File: src/rtl/ps2_pkg.sv
// Shared definitions for the PS/2 keyboard receiver: FSM state encoding and
// the helper that turns a clock rate and a microsecond budget into cycles.
package ps2_pkg;

    typedef enum logic [1:0] {
        IDLE   = 2'd0,
        DATA   = 2'd1,
        PARITY = 2'd2,
        STOP   = 2'd3
    } rx_state_t;

    localparam int unsigned DEF_CLK_HZ     = 25000000;
    localparam int unsigned DEF_TIMEOUT_US = 2000;

    // Cycles in the inter-edge timeout window.
    function automatic int unsigned timeout_cycles(input int unsigned clk_hz,
                                                   input int unsigned us);
        return (clk_hz / 1000000) * us;
    endfunction

    localparam int unsigned TIMEOUT = timeout_cycles(DEF_CLK_HZ, DEF_TIMEOUT_US);

endpackage

File: src/rtl/ps2_fifo.sv
// Small first-word-fall-through FIFO for received scancodes. Pointers carry
// one extra wrap bit so full and empty are told apart without a counter.
// A push into a full FIFO is dropped and latched in the sticky overflow flag.
module ps2_fifo #(
    parameter int LOG2  = 3,
    parameter int WIDTH = 8
) (
    input  logic             clock,
    input  logic             reset,
    input  logic             push,
    input  logic [WIDTH-1:0] push_data,
    input  logic             pop,
    output logic [WIDTH-1:0] pop_data,
    output logic             empty,
    output logic             overflow
);

    localparam int DEPTH = 1 << LOG2;

    logic [WIDTH-1:0] mem [DEPTH];
    logic [LOG2:0]    wr_ptr_reg;
    logic [LOG2:0]    rd_ptr_reg;
    logic             overflow_reg;
    logic             full;
    logic             do_pop;
    logic             do_push;
    logic             drop;

    assign empty = (wr_ptr_reg == rd_ptr_reg);
    assign full  = (wr_ptr_reg[LOG2] != rd_ptr_reg[LOG2]) &&
                   (wr_ptr_reg[LOG2-1:0] == rd_ptr_reg[LOG2-1:0]);

    // A pop in the same cycle frees the slot, so a push into a full FIFO
    // still lands when the head is being consumed.
    assign do_pop  = pop && !empty;
    assign do_push = push && (!full || do_pop);
    assign drop    = push && full && !do_pop;

    // Head is shown combinationally; forced to zero while empty so the
    // output is clean straight out of reset.
    assign pop_data = empty ? '0 : mem[rd_ptr_reg[LOG2-1:0]];
    assign overflow = overflow_reg;

    // Storage array, written only on an accepted push.
    always_ff @(posedge clock) begin
        if (do_push) begin
            mem[wr_ptr_reg[LOG2-1:0]] <= push_data;
        end
    end

    // Pointer and sticky overflow update.
    always_ff @(posedge clock or posedge reset) begin
        if (reset) begin
            wr_ptr_reg   <= '0;
            rd_ptr_reg   <= '0;
            overflow_reg <= 1'b0;
        end else begin
            if (do_push) begin
                wr_ptr_reg <= wr_ptr_reg + 1'b1;
            end
            if (do_pop) begin
                rd_ptr_reg <= rd_ptr_reg + 1'b1;
            end
            if (drop) begin
                overflow_reg <= 1'b1;
            end else if (do_pop) begin
                overflow_reg <= 1'b0;
            end
        end
    end

endmodule

File: src/rtl/ps2_keyboard.sv
// PS/2 keyboard receiver: synchronises and de-glitches the keyboard lines,
// deserialises 11-bit frames on filtered falling clock edges, validates
// start/parity/stop and queues good scancodes for the core.
module ps2_keyboard
    import ps2_pkg::*;
#(
    parameter int unsigned CLK_HZ     = 25000000,
    parameter int          FILTER     = 8,
    parameter int unsigned TIMEOUT_US = 2000,
    parameter int          FIFO_LOG2  = 3
) (
    input  logic       clock,
    input  logic       reset,
    input  logic       ps2_clk,
    input  logic       ps2_dat,
    input  logic       rd,
    output logic [7:0] data,
    output logic       ready,
    output logic       overflow,
    output logic       err
);

    localparam int unsigned TIMEOUT_CYC = timeout_cycles(CLK_HZ, TIMEOUT_US);
    localparam int          CNT_W       = $clog2(TIMEOUT_CYC);
    localparam int          FILT_W      = $clog2(FILTER + 1);
    localparam logic [CNT_W-1:0]  TMO_LAST  = CNT_W'(TIMEOUT_CYC - 1);
    localparam logic [FILT_W-1:0] FILT_LAST = FILT_W'(FILTER - 1);

    logic              clk_meta_reg;
    logic              clk_sync_reg;
    logic              dat_meta_reg;
    logic              dat_sync_reg;
    logic              clk_filt_reg;
    logic [FILT_W-1:0] filt_cnt_reg;
    rx_state_t         state_reg;
    logic [2:0]        bit_cnt_reg;
    logic [7:0]        shift_reg;
    logic              parity_reg;
    logic              err_reg;
    logic [CNT_W-1:0]  tmo_reg;
    logic              fall_edge;
    logic              frame_ok;
    logic              push;
    logic              fifo_empty;

    // The filtered level is about to drop from 1 to 0 this cycle.
    assign fall_edge = clk_filt_reg && !clk_sync_reg && (filt_cnt_reg == FILT_LAST);
    // Stop bit high and odd parity over data plus parity bit.
    assign frame_ok  = dat_sync_reg && ((^shift_reg) ^ parity_reg);
    assign push      = fall_edge && (state_reg == STOP) && frame_ok;

    // Two-flop synchronisers on both raw lines; idle level is high.
    always_ff @(posedge clock or posedge reset) begin
        if (reset) begin
            clk_meta_reg <= 1'b1;
            clk_sync_reg <= 1'b1;
            dat_meta_reg <= 1'b1;
            dat_sync_reg <= 1'b1;
        end else begin
            clk_meta_reg <= ps2_clk;
            clk_sync_reg <= clk_meta_reg;
            dat_meta_reg <= ps2_dat;
            dat_sync_reg <= dat_meta_reg;
        end
    end

    // Clock de-glitch: follow the synchronised level only after FILTER
    // consecutive samples disagree with the current filtered level.
    always_ff @(posedge clock or posedge reset) begin
        if (reset) begin
            clk_filt_reg <= 1'b1;
            filt_cnt_reg <= '0;
        end else if (clk_sync_reg == clk_filt_reg) begin
            filt_cnt_reg <= '0;
        end else if (filt_cnt_reg == FILT_LAST) begin
            clk_filt_reg <= clk_sync_reg;
            filt_cnt_reg <= '0;
        end else begin
            filt_cnt_reg <= filt_cnt_reg + 1'b1;
        end
    end

    // Frame FSM with inter-edge timeout; err is a registered one-cycle pulse.
    always_ff @(posedge clock or posedge reset) begin
        if (reset) begin
            state_reg   <= IDLE;
            bit_cnt_reg <= '0;
            shift_reg   <= '0;
            parity_reg  <= 1'b0;
            err_reg     <= 1'b0;
            tmo_reg     <= '0;
        end else begin
            err_reg <= 1'b0;
            if (state_reg == IDLE || fall_edge) begin
                tmo_reg <= '0;
            end else begin
                tmo_reg <= tmo_reg + 1'b1;
            end

            if (fall_edge) begin
                case (state_reg)
                    IDLE: begin
                        if (!dat_sync_reg) begin
                            state_reg   <= DATA;
                            bit_cnt_reg <= '0;
                        end else begin
                            err_reg <= 1'b1;
                        end
                    end
                    DATA: begin
                        shift_reg   <= {dat_sync_reg, shift_reg[7:1]};
                        bit_cnt_reg <= bit_cnt_reg + 1'b1;
                        if (bit_cnt_reg == 3'd7) begin
                            state_reg <= PARITY;
                        end
                    end
                    PARITY: begin
                        parity_reg <= dat_sync_reg;
                        state_reg  <= STOP;
                    end
                    default: begin
                        if (!frame_ok) begin
                            err_reg <= 1'b1;
                        end
                        state_reg <= IDLE;
                    end
                endcase
            end else if (state_reg != IDLE && tmo_reg == TMO_LAST) begin
                state_reg <= IDLE;
                err_reg   <= 1'b1;
                tmo_reg   <= '0;
            end
        end
    end

    ps2_fifo #(
        .LOG2  (FIFO_LOG2),
        .WIDTH (8)
    ) u_fifo (
        .clock     (clock),
        .reset     (reset),
        .push      (push),
        .push_data (shift_reg),
        .pop       (rd),
        .pop_data  (data),
        .empty     (fifo_empty),
        .overflow  (overflow)
    );

    assign ready = !fifo_empty;
    assign err   = err_reg;

endmodule

File: config.mk
export PLATFORM = sky130hd
export DESIGN_NAME = ps2_keyboard
export DESIGN_NICKNAME = d
export VERILOG_FILES = /design/src/rtl/ps2_pkg.sv /design/src/rtl/ps2_fifo.sv /design/src/rtl/ps2_keyboard.sv
export SDC_FILE = /design/constraint.sdc
export NUM_CORES = 1
export LEC_CHECK = 0
export ABC_AREA = 1
export BUFFER_PORTS_ARGS = -buffer_cell sky130_fd_sc_hd__buf_2
export CAP_MARGIN = 5
export CORE_MARGIN = 5
export CORE_UTILIZATION = 62
export CTS_CLUSTER_DIAMETER = 30
export DETAILED_ROUTE_END_ITERATION = 8
export GPL_TIMING_DRIVEN = 0
export MAX_ROUTING_LAYER = met4
export PLACE_DENSITY = 0.82
export REMOVE_ABC_BUFFERS = 1
export SLEW_MARGIN = 10
export SYNTH_ARGS = -nofsm -noshare
export SYNTH_HDL_FRONTEND = slang
export SYNTH_SLANG_ARGS = --single-unit
File: constraint.sdc
create_clock -name clock -period 2.9 [get_ports clock]
set_clock_uncertainty 0.05 [all_clocks]
set_input_delay 0.87 -clock clock [delete_from_list [all_inputs] [get_ports clock]]
set_output_delay 0.87 -clock clock [all_outputs]
set_load 0.05 [all_outputs]
Word level (Yosys, flattened, before mapping) --
Memories as Yosys holds them, arrays and structs flattened. Index checks and enable logic that the tools add are counted.
Storage, ports and cells: flip-flop bits (word level) 49, memory bits (writable) 64, input port bits 5, word-level logic and storage cells 87, memories 1
Memory list:
- u_fifo.mem | words 8, width 8, read ports 1, clocked after Yosys merged registers in 0, write ports 1, line ps2_fifo.sv:20 | logic [WIDTH-1:0] mem [DEPTH];
Operators by class: add/sub/neg operators 5, equal/unequal tests 13, muxes and demuxes 22, bitwise operators 2, reduce and logical (&&, ||, !) cells 29
Operator list (count):
- 16-bit 2-to-1 mux | 3
- 16-bit by 1-bit adder with 16-bit output, second input constant | 1
- 16-bit equality test, second input constant | 1
- 4-bit by 1-bit adder with 4-bit output, second input constant | 3
- 1-bit logical AND | 11
- 1-bit 2-to-1 mux | 8
- 2-bit 2-to-1 mux | 4
- 4-bit 2-to-1 mux | 2
- 8-bit 2-to-1 mux | 1
- 2-bit nonzero test | 4
- 8-bit XOR reduction | 1
- 3-bit != test, second input constant | 2
- 2-bit one-hot mux with 3 select lines | 1
- 3-bit one-hot mux with 2 select lines | 1
- 2-bit AND reduction | 3
- 3-bit AND reduction | 2
- 2-bit equality test, second input constant | 2
- 4-bit by 3-bit equality test with 1-bit output, second input constant | 1
- 4-bit equality test | 1
- 1-bit logical NOT | 4
- 3-bit by 1-bit adder with 3-bit output, second input constant | 1
- 3-bit equality test | 1
- 3-bit equality test, second input constant | 1
- 3-bit 2-to-1 mux | 1
- 10 further kinds | 11

Longest topological paths before layout --
Gate-level depths: netlist (run 1).
depth in word-level cells 8, gate-level depth with buffers 11, mapped depth without buffers 11

Modules after synthesis --
From an unflattened synthesis (run 1), not the netlist that was laid out.
Second synthesis, totals: cells, all modules 539, area total of the unflattened synthesis 5271.3 um^2
By module, submodules not included:
- ps2_fifo | times used 1, cells each 272, area an instance 3134.3 um^2
- ps2_keyboard | times used 1, cells each 267, area an instance 2137.0 um^2

Worst setup path before layout (run 1) --
No wires, ideal clock.
path type register to output, from register u_fifo.rd_ptr_reg[0], to output port data[6], arrival time 1.955 ns, data required time 1.980 ns, setup slack 0.025 ns, stages on the path, launching flop included 8, buffers on the path 2, cell sequence dfrtp_1 buf_2 inv_1 clkbuf_1 nor2_1 o22ai_1 o21ai_0 a31oi_1
On the way: word-level cells in the longest chain between the ends 2, elaborated cells between the ends (all ways) 3, classes of those cells eq/ne: 1; mux: 1; memory: 1
Ends and longest elaborated chain:
- start: declaration | line ps2_fifo.sv:22 | logic [LOG2:0] rd_ptr_reg;
- start signal: assignment | line ps2_fifo.sv:62 | rd_ptr_reg <= rd_ptr_reg + 1'b1;
- memory 8 x 8 bit / 4-bit equality test (equally long branches)
- 8-bit 2-to-1 mux * | line ps2_fifo.sv:41 | assign pop_data = empty ? '0 : mem[rd_ptr_reg[LOG2-1:0]];
- end: declaration | line ps2_keyboard.sv:17 | output logic [7:0] data,
Mark *: on every way between the ends. The rest lies on a longest branch, timed or not.

Worst setup path after layout (run 1) --
from register u_fifo.rd_ptr_reg[0], to output port data[1]
The elaborated chain is that of the path after synthesis.

==> run_results.csv, run 1 <==
group,metric,value,unit
run_status,outcome,"complete, but fails checks",
run_status,failing_checks,"setup timing",
grt,gr_overflow_total,0,
floorplan,io_pins,16,
timing,grt_setup_unrepaired,"yes",
clock_tree,ctsHtreeMaxLevel,4,
timing,timing.final.setup_violations,8,
timing,fmax,329,MHz
timing,finalWorstPathRequiredPeriod,3040,ps
detailed_routing,via_count,3929,
grt,vias_in_the_first_global_route,4002,
logic_synthesis,area_of_the_mapped_netlist,0.00524,sq mm
logic_synthesis,yosysWarningCount,0,
run,reported_max_cap_violation_count,0,
logic_synthesis,synth_cells,523,
logic_synthesis,syn_area_per_cell,10.0,sq um
clock_tree,tritoncts.num_buffers,17,
placement,dpl_cell_area,0.00541,sq mm
detailed_routing,finalWirelength,12200,um
clock_tree,postCtsHoldBufs,0,
setup_path,start_kind,"flop",
setup_path,critical_path_required,1980,ps
timing,hold_violations,0,
floorplan,die_h,102,um
floorplan,die_area,0.0104,sq mm
power_and_ir_drop,p_leak,2.62,nW
detailed_routing,drtAntennaViolNets,0,
finish,areaGrowthSynthToFinish,19.8,%
finish,layout-drive-gt1-share,0.230,
finish,final_common_cell,"sky130_fd_sc_hd__nand2_1",
detailed_routing,drtPass1Iterations,5,
finish,antenna-diode-count,0,
detailed_routing,avgRoutedWirePerCell,17.9,um
timing,max-slew-margin-rel,0.385,
clock_tree,maximum_clock_insertion_buffer_count,2,
detailed_routing,post-route-drc-count,0,
finish,layout.cells.most_common_list,"sky130_fd_sc_hd__nand2_1, sky130_fd_sc_hd__nor2_1, sky130_fd_sc_hd__edfxtp_1, sky130_fd_sc_hd__inv_1, sky130_fd_sc_hd__dfrtp_1",
logic_synthesis,netlist-cell-type-count,33,
clock_tree,clock_insertion_delay_worst_skew,530,ps
floorplan,die_w,102,um
worst_hold_path,worst_min_path_class,"reg2reg",
setup_path,critPathKind,"reg2out",
finish,max_reg_flops,64,
placement,place.gp.congestion,0.920,
timing,tightest_slew,920,ps
setup_path,critical_path_arrival,2120,ps
setup_path,endpoint_class_of_the_critical_path,"output port",
detailed_routing,vias_per_cell,5.78,
grt,grt_start_max_net_pins,27,
setup_path,critPathMaxFanout,6,
finish,layout.nets,579,
logic_synthesis,number_of_enable_type_register_cells_in_the_synthesized_netlist,64,
finish,layout.cell_area.non_filler,0.00628,sq mm
grt,antenna_found_initial,0,
placement,pre_cts_worst_setup_slack,-872,ps
timing,final_max_slew_viol_count,0,
logic_synthesis,postSynthRegisterBits,113,
logic_synthesis,async_reset_ff_frac,0.434,
finish,multiInputGateArea,0.00188,sq mm
logic_synthesis,ys_flop_type,"sky130_fd_sc_hd__edfxtp_1",
placement,numPortBuffers,15,
floorplan,initial_cell_density_of_the_core,0.638,
timing,final_period_util,1.05,
clock_tree,cts_root_buffer,"sky130_fd_sc_hd__clkbuf_8",
finish,area_taken_by_flip_flops_and_latches,0.00316,sq mm
floorplan,number_of_rows_created_at_floorplan,33,
detailed_routing,drt-initial-drc-count,263,
clock_tree,cts.sink_count,113,
placement,post-dp-hpwl,6710,um
grt,overall_global_routing_resource_usage,0.258,
floorplan,core_area,0.00822,sq mm
power_and_ir_drop,peakVddDrop,0.482,mV
timing,setup_slack,-139,ps
logic_synthesis,yosysSeqAreaShare,0.602,
grt,grt_pass1_wl,19700,um
power_and_ir_drop,power_per_unit_of_standard_cell_area,918,mW/mm^2
finish,nFillCells,521,
clock_tree,clk_pin_slew,60,ps
clock_tree,cts_tree,"done",
stage by stage:
step / instances / TNS, ps / util / power, mW / hold WS, ps
floorplan: 510 / -2970 / - / 2.85 / 295
global placement: 630 / -5370 / 0.656 / 3.12 / 296
detailed placement: 631 / -8230 / 0.658 / 3.18 / 297
CTS: 679 / -807 / 0.756 / 5.64 / 305
global route: 680 / -1250 / 0.764 / 6.00 / 308
finish: 680 / -792 / 0.764 / 5.76 / 305
kinds of logic after synthesis:
group                      count (synthesis)  share of synthesized area
buffers and inverters                     71                     0.0523
DFF                                      113                      0.602
xor gates and xnor gates                  14                     0.0234
adders and majority gates                 12                     0.0287
AOI/OAI and AO/OA                         87                     0.0898
and+or+nand+nor                          226                      0.204
worst paths after layout:
check                      slack, ps  depth (start not counted)                          endpoint                        startpoint
setup / recovery                -140                          7                           data[1]  u_fifo.rd_ptr_reg[0]$_DFFE_PP0P_
hold / removal                   300                          0            dat_sync_reg$_DFF_PP1_            dat_meta_reg$_DFF_PP1_
setup reg to reg                 220                          9        u_fifo.mem[7][6]$_DFFE_PP_         filt_cnt_reg[0]$_DFF_PP0_
hold reg to reg                  300                          0            dat_sync_reg$_DFF_PP1_            dat_meta_reg$_DFF_PP1_
max in group asynchronous       1920                          3  u_fifo.rd_ptr_reg[0]$_DFFE_PP0P_                             reset
min in group asynchronous        330                          2         filt_cnt_reg[2]$_DFF_PP0_                             reset
where the power goes:
| part | internal, mW | total, mW | leakage [nW] | switching [mW] |
|---|---|---|---|---|
| Combinational | 0.630 | 1.81 | 1.01 | 1.19 |
| Sequential | 1.76 | 1.85 | 1.32 | 0.0896 |
| Clock | 1.31 | 2.10 | 0.283 | 0.782 |
| Total | 3.70 | 5.76 | 2.62 | 2.06 |
Yosys cell counts, types with 10 or more instances:
library cell | instances | area, sq um
sky130_fd_sc_hd__nor3_1 | 10 | 50.1
sky130_fd_sc_hd__edfxtp_1 | 64 | 1920
sky130_fd_sc_hd__o21ai_0 | 56 | 280
sky130_fd_sc_hd__a21oi_1 | 10 | 50.1
sky130_fd_sc_hd__nand4_1 | 10 | 62.6
sky130_fd_sc_hd__a31oi_1 | 10 | 62.6
sky130_fd_sc_hd__nand3_1 | 16 | 80.1
sky130_fd_sc_hd__nand2_1 | 79 | 297
sky130_fd_sc_hd__inv_1 | 49 | 184
sky130_fd_sc_hd__ha_1 | 12 | 150
sky130_fd_sc_hd__dfrtp_1 | 44 | 1100
sky130_fd_sc_hd__nor2_1 | 76 | 285
critical path: stages (launching register included):
cell and delay (ps):
sky130_fd_sc_hd__dfrtp_4 550, sky130_fd_sc_hd__clkinvlp_4 160, sky130_fd_sc_hd__buf_6 170, sky130_fd_sc_hd__o21ai_2 60
sky130_fd_sc_hd__o22ai_1 150, sky130_fd_sc_hd__o21ai_1 120, sky130_fd_sc_hd__a31oi_1 160, sky130_fd_sc_hd__buf_4 220
layer usage:
layer  up-vias  GRT usage  routed length [um]
li1       1844          -                   -
met1      1899      0.290                4600
met2       157      0.453                6480
met3        29     0.0560                 792
met4         0     0.0979                 297
met5         -          -                   0
layout make-up:
class | instances | area share
clock buffers | 17 | 0.0660
clock inverters | 15 | 0.0291
inverters | 58 | 0.0365
multi-input cells | 339 | 0.300
flip-flops and latches | 113 | 0.504
well taps | 105 | 0.0209
repair buffers | 31 | 0.0413
repair inverters | 2 | 0.00239
what timing repair did:
action                     4_1_cts  5_1_grt
buffers inserted                13        1
setup endpoints to repair       17       16
cloned                           3        0
pin swaps                        3       10
resized for setup               36       23
No activity file was read; power rests on OpenSTA's default activity.
==> inputs of run 2 (changes only) <==
ABC_AREA = default   (was 1)
CORE_UTILIZATION = 61   (was 62)
PLACE_DENSITY = 0.81   (was 0.82)
==> run 2 against run 1 <==
  * The flow still finishes with violations (setup timing)
  * Critical path depth is 2 lower
  * Global-route usage is 2.9 points lower
  * Register-to-register slack worse by 60 ps
  * First-iteration DRC count is 20% lower
  * Via count is 30% lower
  * Clock power hardly changed
  * Flip-flop and latch count stayed put
  * Critical endpoint is now data[3]
==> run_results.csv, run 2 <==
group,metric,value,unit
floorplan,die_h,99.5,um
finish,nFillCells,425,
clock_tree,tritoncts.num_buffers,17,
finish,layout.cells.most_common_list,"sky130_fd_sc_hd__edfxtp_1, sky130_fd_sc_hd__dfrtp_1, sky130_fd_sc_hd__nor2_1, sky130_fd_sc_hd__xnor2_1",
finish,antenna-diode-count,0,
finish,layout.nets,376,
floorplan,io_pins,16,
clock_tree,clock_insertion_delay_worst_skew,500,ps
grt,grt_start_max_net_pins,36,
setup_path,critPathKind,"reg2out",
logic_synthesis,post_synth_most_frequent_cells,"sky130_fd_sc_hd__edfxtp_1, sky130_fd_sc_hd__dfrtp_1, sky130_fd_sc_hd__nor2_1",
clock_tree,cts_root_buffer,"sky130_fd_sc_hd__clkbuf_8",
setup_path,endpoint_class_of_the_critical_path,"output port",
timing,finalWorstPathRequiredPeriod,2990,ps
timing,final_period_util,1.03,
clock_tree,cts.sink_count,113,
logic_synthesis,netlist.top_cell.by_area,"sky130_fd_sc_hd__edfxtp_1",
logic_synthesis,synth_top_cell_area_share,0.393,
finish,areaGrowthSynthToFinish,21.8,%
setup_path,reg2regPathDepth,6,
timing,timing.final.setup_violations,8,
placement,place.gp.congestion,0.768,
timing,max-slew-margin-rel,0.669,
timing,final_max_slew_viol_count,0,
logic_synthesis,yosysSeqAreaShare,0.646,
finish,max_reg_flops,64,
finish,post-route-util,0.766,
detailed_routing,finalWirelength,9660,um
detailed_routing,drtAntennaViolNets,0,
clock_tree,cts_tree,"done",
grt,grt_pass1_wl,16200,um
timing,grt_setup_unrepaired,"yes",
detailed_routing,via_count,2750,
timing,setup_total_negative_slack,-301,ps
detailed_routing,vias_per_cell,5.80,
setup_path,critical_path_required,1980,ps
setup_path,critical_path_arrival,2070,ps
logic_synthesis,syn_area_per_cell,15.0,sq um
finish,final_common_cell,"sky130_fd_sc_hd__edfxtp_1",
floorplan,die_area,0.00990,sq mm
power_and_ir_drop,peakVddDrop,0.450,mV
timing,hold_violations,0,
run_status,failing_checks,"setup timing",
floorplan,die_w,99.5,um
floorplan,initial_cell_density_of_the_core,0.629,
detailed_routing,avgRoutedWirePerCell,20.4,um
finish,multiInputGateArea,0.00174,sq mm
detailed_routing,drtPass1Iterations,5,
placement,dpl_cell_area,0.00510,sq mm
detailed_routing,post-route-drc-count,0,
logic_synthesis,number_of_enable_type_register_cells_in_the_synthesized_netlist,64,
power_and_ir_drop,p_leak,2.31,nW
finish,stdcell_count,474,
logic_synthesis,postSynthRegisterBits,113,
logic_synthesis,async_reset_ff_frac,0.434,
grt,antenna_found_initial,0,
power_and_ir_drop,power_per_unit_of_standard_cell_area,771,mW/mm^2
timing,setup_slack,-92.6,ps
placement,dp.cells,435,
grt,gr_overflow_total,0,
placement,pre_cts_worst_setup_slack,-278,ps
placement,numPortBuffers,15,
logic_synthesis,synth_cells,325,
logic_synthesis,netlist-cell-type-count,42,
clock_tree,postCtsHoldBufs,0,
clock_tree,clk_pin_slew,60,ps
floorplan,number_of_rows_created_at_floorplan,32,
logic_synthesis,synth_most_common_cell,"sky130_fd_sc_hd__edfxtp_1",
run,reported_max_cap_violation_count,0,
setup_path,start_kind,"flop",
finish,layout-drive-gt1-share,0.304,
finish,area_taken_by_flip_flops_and_latches,0.00317,sq mm
floorplan,core_area,0.00777,sq mm
setup_path,critPathMaxFanout,5,
logic_synthesis,cell_types_with_the_largest_area_share_after_synthesis,"sky130_fd_sc_hd__edfxtp_1, sky130_fd_sc_hd__dfrtp_1, sky130_fd_sc_hd__mux4_2",
grt,overall_global_routing_resource_usage,0.229,
logic_synthesis,area_of_the_mapped_netlist,0.00488,sq mm
logic_synthesis,ys_flop_type,"sky130_fd_sc_hd__edfxtp_1",
logic_synthesis,yosysWarningCount,0,
placement,post-dp-hpwl,5400,um
finish,layout.cell_area.non_filler,0.00595,sq mm
grt,vias_in_the_first_global_route,3010,
timing,tightest_slew,495,ps
run_status,outcome,"complete, but fails checks",
clock_tree,maximum_clock_insertion_buffer_count,2,
detailed_routing,drt-initial-drc-count,211,
timing,fmax,334,MHz
worst_hold_path,worst_min_path_class,"in2async",
clock_tree,ctsHtreeMaxLevel,4,
[run 2: changes by cell type in the layout (fill, tap and decap cells not counted), sizes merged, moves of 7 or more]
| cell | delta |
|---|---|
| nand2 | -71 |
| nor2 | -53 |
| o21ai | -52 |
| inv | -41 |
| xnor2 | +20 |
| mux4 | +16 |
| nand3 | -16 |
| mux2 | +11 |
| a31oi | -10 |
| a21oi | -8 |
| mux2i | +8 |
| o22ai | -7 |
[run 2: repair_timing]
action                                  CTS  global route
cloned                                    2             0
pin swaps                                 2             4
gates resized for setup                  35             9
endpoints found under the setup margin   33            33
setup buffers                             5             2
[run 2: layout make-up]
type / instances / share of cell area
sequential: 113 / 0.532
clock inverter: 15 / 0.0307
tap: 102 / 0.0215
inverter: 13 / 0.00820
timing repair buffer: 26 / 0.0461
multi-input combinational: 188 / 0.292
clock buffer: 17 / 0.0696
[run 2: final timing paths]
kind	to	start	slack, ps
worst max-delay path	data[3]	u_fifo.rd_ptr_reg[0]$_DFFE_PP0P_	-90
worst min-delay path	filt_cnt_reg[0]$_DFF_PP0_	reset	270
worst max register to register	u_fifo.mem[2][3]$_DFFE_PP_	shift_reg[2]$_DFFE_PP0P_	160
worst min register to register	dat_sync_reg$_DFF_PP1_	dat_meta_reg$_DFF_PP1_	310
max in group asynchronous	clk_filt_reg$_DFFE_PP1P_	reset	1990
min in group clock	dat_sync_reg$_DFF_PP1_	dat_meta_reg$_DFF_PP1_	310
[run 2: cell families after synthesis]
| group | share of synthesized area |
|---|---|
| flops | 0.646 |
| simple gates | 0.0991 |
| mux | 0.116 |
| xor+xnor | 0.0658 |
| buf+inv | 0.0218 |
| compound gates | 0.0205 |
| fa+ha+maj | 0.0307 |
[run 2: stage by stage]
| step | total power, mW | hold WS (ps) |
|---|---|---|
| global placement | 2.30 | 296 |
| detailed placement | 2.32 | 299 |
| finish | 4.59 | 271 |
| floorplan | 2.21 | 295 |
| global route | 4.77 | 261 |
| CTS | 4.66 | 250 |
[run 2: report_power, final]
group	total [mW]	switching (mW)	leakage, nW	internal, mW
Sequential	1.90	0.146	1.28	1.75
Clock	2.08	0.762	0.283	1.32
Combinational	0.614	0.278	0.744	0.336
[run 2: routing by layer]
layer	track usage	vias up	wire, um
met3	0.0687	12	417
li1	-	1277	-
met4	0.0851	0	128
met5	-	-	0
met1	0.268	1378	3880
met2	0.377	83	5240
[run 2: worst max-delay path: stages (launching register included)]
cell	delay (ps)
sky130_fd_sc_hd__dfrtp_4	470
sky130_fd_sc_hd__buf_12	140
sky130_fd_sc_hd__mux4_2	520
sky130_fd_sc_hd__mux2i_1	190
sky130_fd_sc_hd__nor2_1	80
sky130_fd_sc_hd__buf_6	150
==> inputs of run 3 (changes only) <==
CORE_UTILIZATION = 65   (was 61)
PLACE_DENSITY = 0.86   (was 0.81)
clock period = 3.87 ns   (was 2.9 ns; I/O delays follow)
==> run 3 against run 2 <==
  * Highest routed layer unchanged
  * Combinational power decreased by 54%
  * Via count grew 3.3%
  * Largest cell class unchanged
  * The run now ends clean
  * Global-route usage about the same
==> run_results.csv, run 3 (same netlist as run 2, synthesis figures left out) <==
group,metric,value,unit
placement,numPortBuffers,15,
finish,layout.cells.most_common_list,"sky130_fd_sc_hd__edfxtp_1, sky130_fd_sc_hd__dfrtp_1, sky130_fd_sc_hd__nor2_1, sky130_fd_sc_hd__xnor2_1",
finish,antenna-diode-count,0,
power_and_ir_drop,combinationalPowerShare,0.084,
clock_tree,ctsHtreeMaxLevel,4,
timing,timing.final.setup_violations,0,
clock_tree,postCtsHoldBufs,0,
grt,overall_global_routing_resource_usage,0.229,
finish,layout-drive-gt1-share,0.268,
timing,grt_setup_unrepaired,"no",
floorplan,io_pins,16,
grt,grt_pass1_wl,15800,um
detailed_routing,drt-initial-drc-count,268,
placement,post-dp-hpwl,5360,um
floorplan,initial_cell_density_of_the_core,0.670,
finish,max_reg_flops,64,
detailed_routing,drtPass1Iterations,5,
clock_tree,postCtsResizedCells,1,
detailed_routing,finalWirelength,9580,um
grt,vias_in_the_first_global_route,2964,
clock_tree,clock_insertion_delay_worst_skew,510,ps
timing,hold_violations,0,
floorplan,number_of_rows_created_at_floorplan,31,
power_and_ir_drop,peakVddDrop,0.382,mV
clock_tree,cts_root_buffer,"sky130_fd_sc_hd__clkbuf_8",
detailed_routing,drtAntennaViolNets,0,
clock_tree,cts_tree,"done",
detailed_routing,post-route-drc-count,0,
power_and_ir_drop,pwr-share-seq,0.430,
clock_tree,tritoncts.num_buffers,17,
setup_path,critPathMaxFanout,11,
timing,setup_total_negative_slack,0,ps
timing,tightest_slew,1100,ps
finish,layout.nets,369,
detailed_routing,avgRoutedWirePerCell,20.7,um
setup_path,critPathKind,"reg2out",
power_and_ir_drop,power_frac_clock,0.486,
floorplan,die_w,96.7,um
timing,max-slew-margin-rel,0.268,
floorplan,die_h,96.7,um
setup_path,endpoint_class_of_the_critical_path,"output port",
timing,final_max_slew_viol_count,0,
grt,antenna_found_initial,0,
clock_tree,cts.repair_timing.setup_buffer_count,0,
grt,grt_start_max_net_pins,27,
power_and_ir_drop,power.share.switching,0.252,
timing,final_period_util,0.936,
finish,final_common_cell,"sky130_fd_sc_hd__edfxtp_1",
timing,finalWorstPathRequiredPeriod,3620,ps
finish,areaGrowthSynthToFinish,17.5,%
run_status,outcome,"completed",
power_and_ir_drop,power_per_unit_of_standard_cell_area,589,mW/mm^2
run,reported_max_cap_violation_count,0,
power_and_ir_drop,internal_power,2.53,mW
placement,place.gp.congestion,0.808,
timing,setup_slack,247,ps
timing,fmax,276,MHz
floorplan,die_area,0.00935,sq mm
setup_path,critical_path_required,2660,ps
clock_tree,cts.sink_count,113,
setup_path,start_kind,"flop",
setup_path,critical_path_arrival,2410,ps
power_and_ir_drop,netSwitchingPower,0.853,mW
placement,pre_cts_worst_setup_slack,401,ps
detailed_routing,via_count,2842,
worst_hold_path,worst_min_path_class,"reg2reg",
grt,gr_overflow_total,0,
clock_tree,maximum_clock_insertion_buffer_count,2,
power_and_ir_drop,p_leak,2.25,nW
clock_tree,clk_pin_slew,60,ps
detailed_routing,vias_per_cell,6.13,
floorplan,core_area,0.00729,sq mm
-- run 3: changes by cell type in the layout (fill, tap and decap cells not counted), sizes merged --
cell	delta
and4	-1
bufinv	+1
clkbuf	+1
buf	-6
clkinvlp	-2
-- run 3: routing by layer --
| metal | global-route usage | up-vias | wire length, um |
|---|---|---|---|
| met5 | - | - | 0 |
| met4 | 0.0994 | 0 | 243 |
| met3 | 0.0647 | 28 | 549 |
| met2 | 0.357 | 121 | 5090 |
| met1 | 0.283 | 1436 | 3700 |
| li1 | - | 1257 | - |
-- run 3: worst paths after layout --
path,slack (ps),startpoint,cells past startpoint,to
setup reg to reg,730,shift_reg[5]$_DFFE_PP0P_,5,u_fifo.mem[1][6]$_DFFE_PP_
max in group asynchronous,2600,reset,3,shift_reg[5]$_DFFE_PP0P_
min in group asynchronous,640,reset,2,bit_cnt_reg[0]$_DFFE_PP0P_
hold reg to reg,310,dat_meta_reg$_DFF_PP1_,0,dat_sync_reg$_DFF_PP1_
hold / removal,310,dat_meta_reg$_DFF_PP1_,0,dat_sync_reg$_DFF_PP1_
setup / recovery,250,u_fifo.rd_ptr_reg[2]$_DFFE_PP0P_,4,ready
-- run 3: stage by stage --
step           cell area (sq um)  std cells  hold WS (ps)  power, mW   util
4_1_cts                     5730        464           306       3.40  0.786
3_5_place_dp                5100        432           298       1.74  0.700
6_report                    5740        464           305       3.38  0.787
2_1_floorplan               4830        313           295       1.65      -
3_3_place_gp                5030        427           296       1.73  0.689
5_1_grt                     5740        464           307       3.50  0.787
-- run 3: critical path, stage by stage (launching register included) --
cell and delay [ps]:
sky130_fd_sc_hd__dfrtp_1 770, sky130_fd_sc_hd__xnor2_1 220, sky130_fd_sc_hd__and4_1 530, sky130_fd_sc_hd__inv_1 140, sky130_fd_sc_hd__buf_2 240
-- run 3: cell type report --
class	instances	area [sq um]
Tap cell	99	124
Clock buffer	18	428
Inverter	13	48.8
Sequential cell	113	3160
Timing Repair Buffer	20	125
Fill cell	402	1550
Clock inverter	14	203
Multi-Input combinational cell	187	1650
-- run 3: power by group through the flow --
stage          combinational (mW)  sequential, mW  clock (mW)
2_1_floorplan               0.223            1.43           0
6_report                    0.284            1.45        1.64
4_1_cts                     0.286            1.45        1.66
5_1_grt                     0.302            1.47        1.72
3_3_place_gp                0.254            1.47           0
3_5_place_dp                0.270            1.47           0
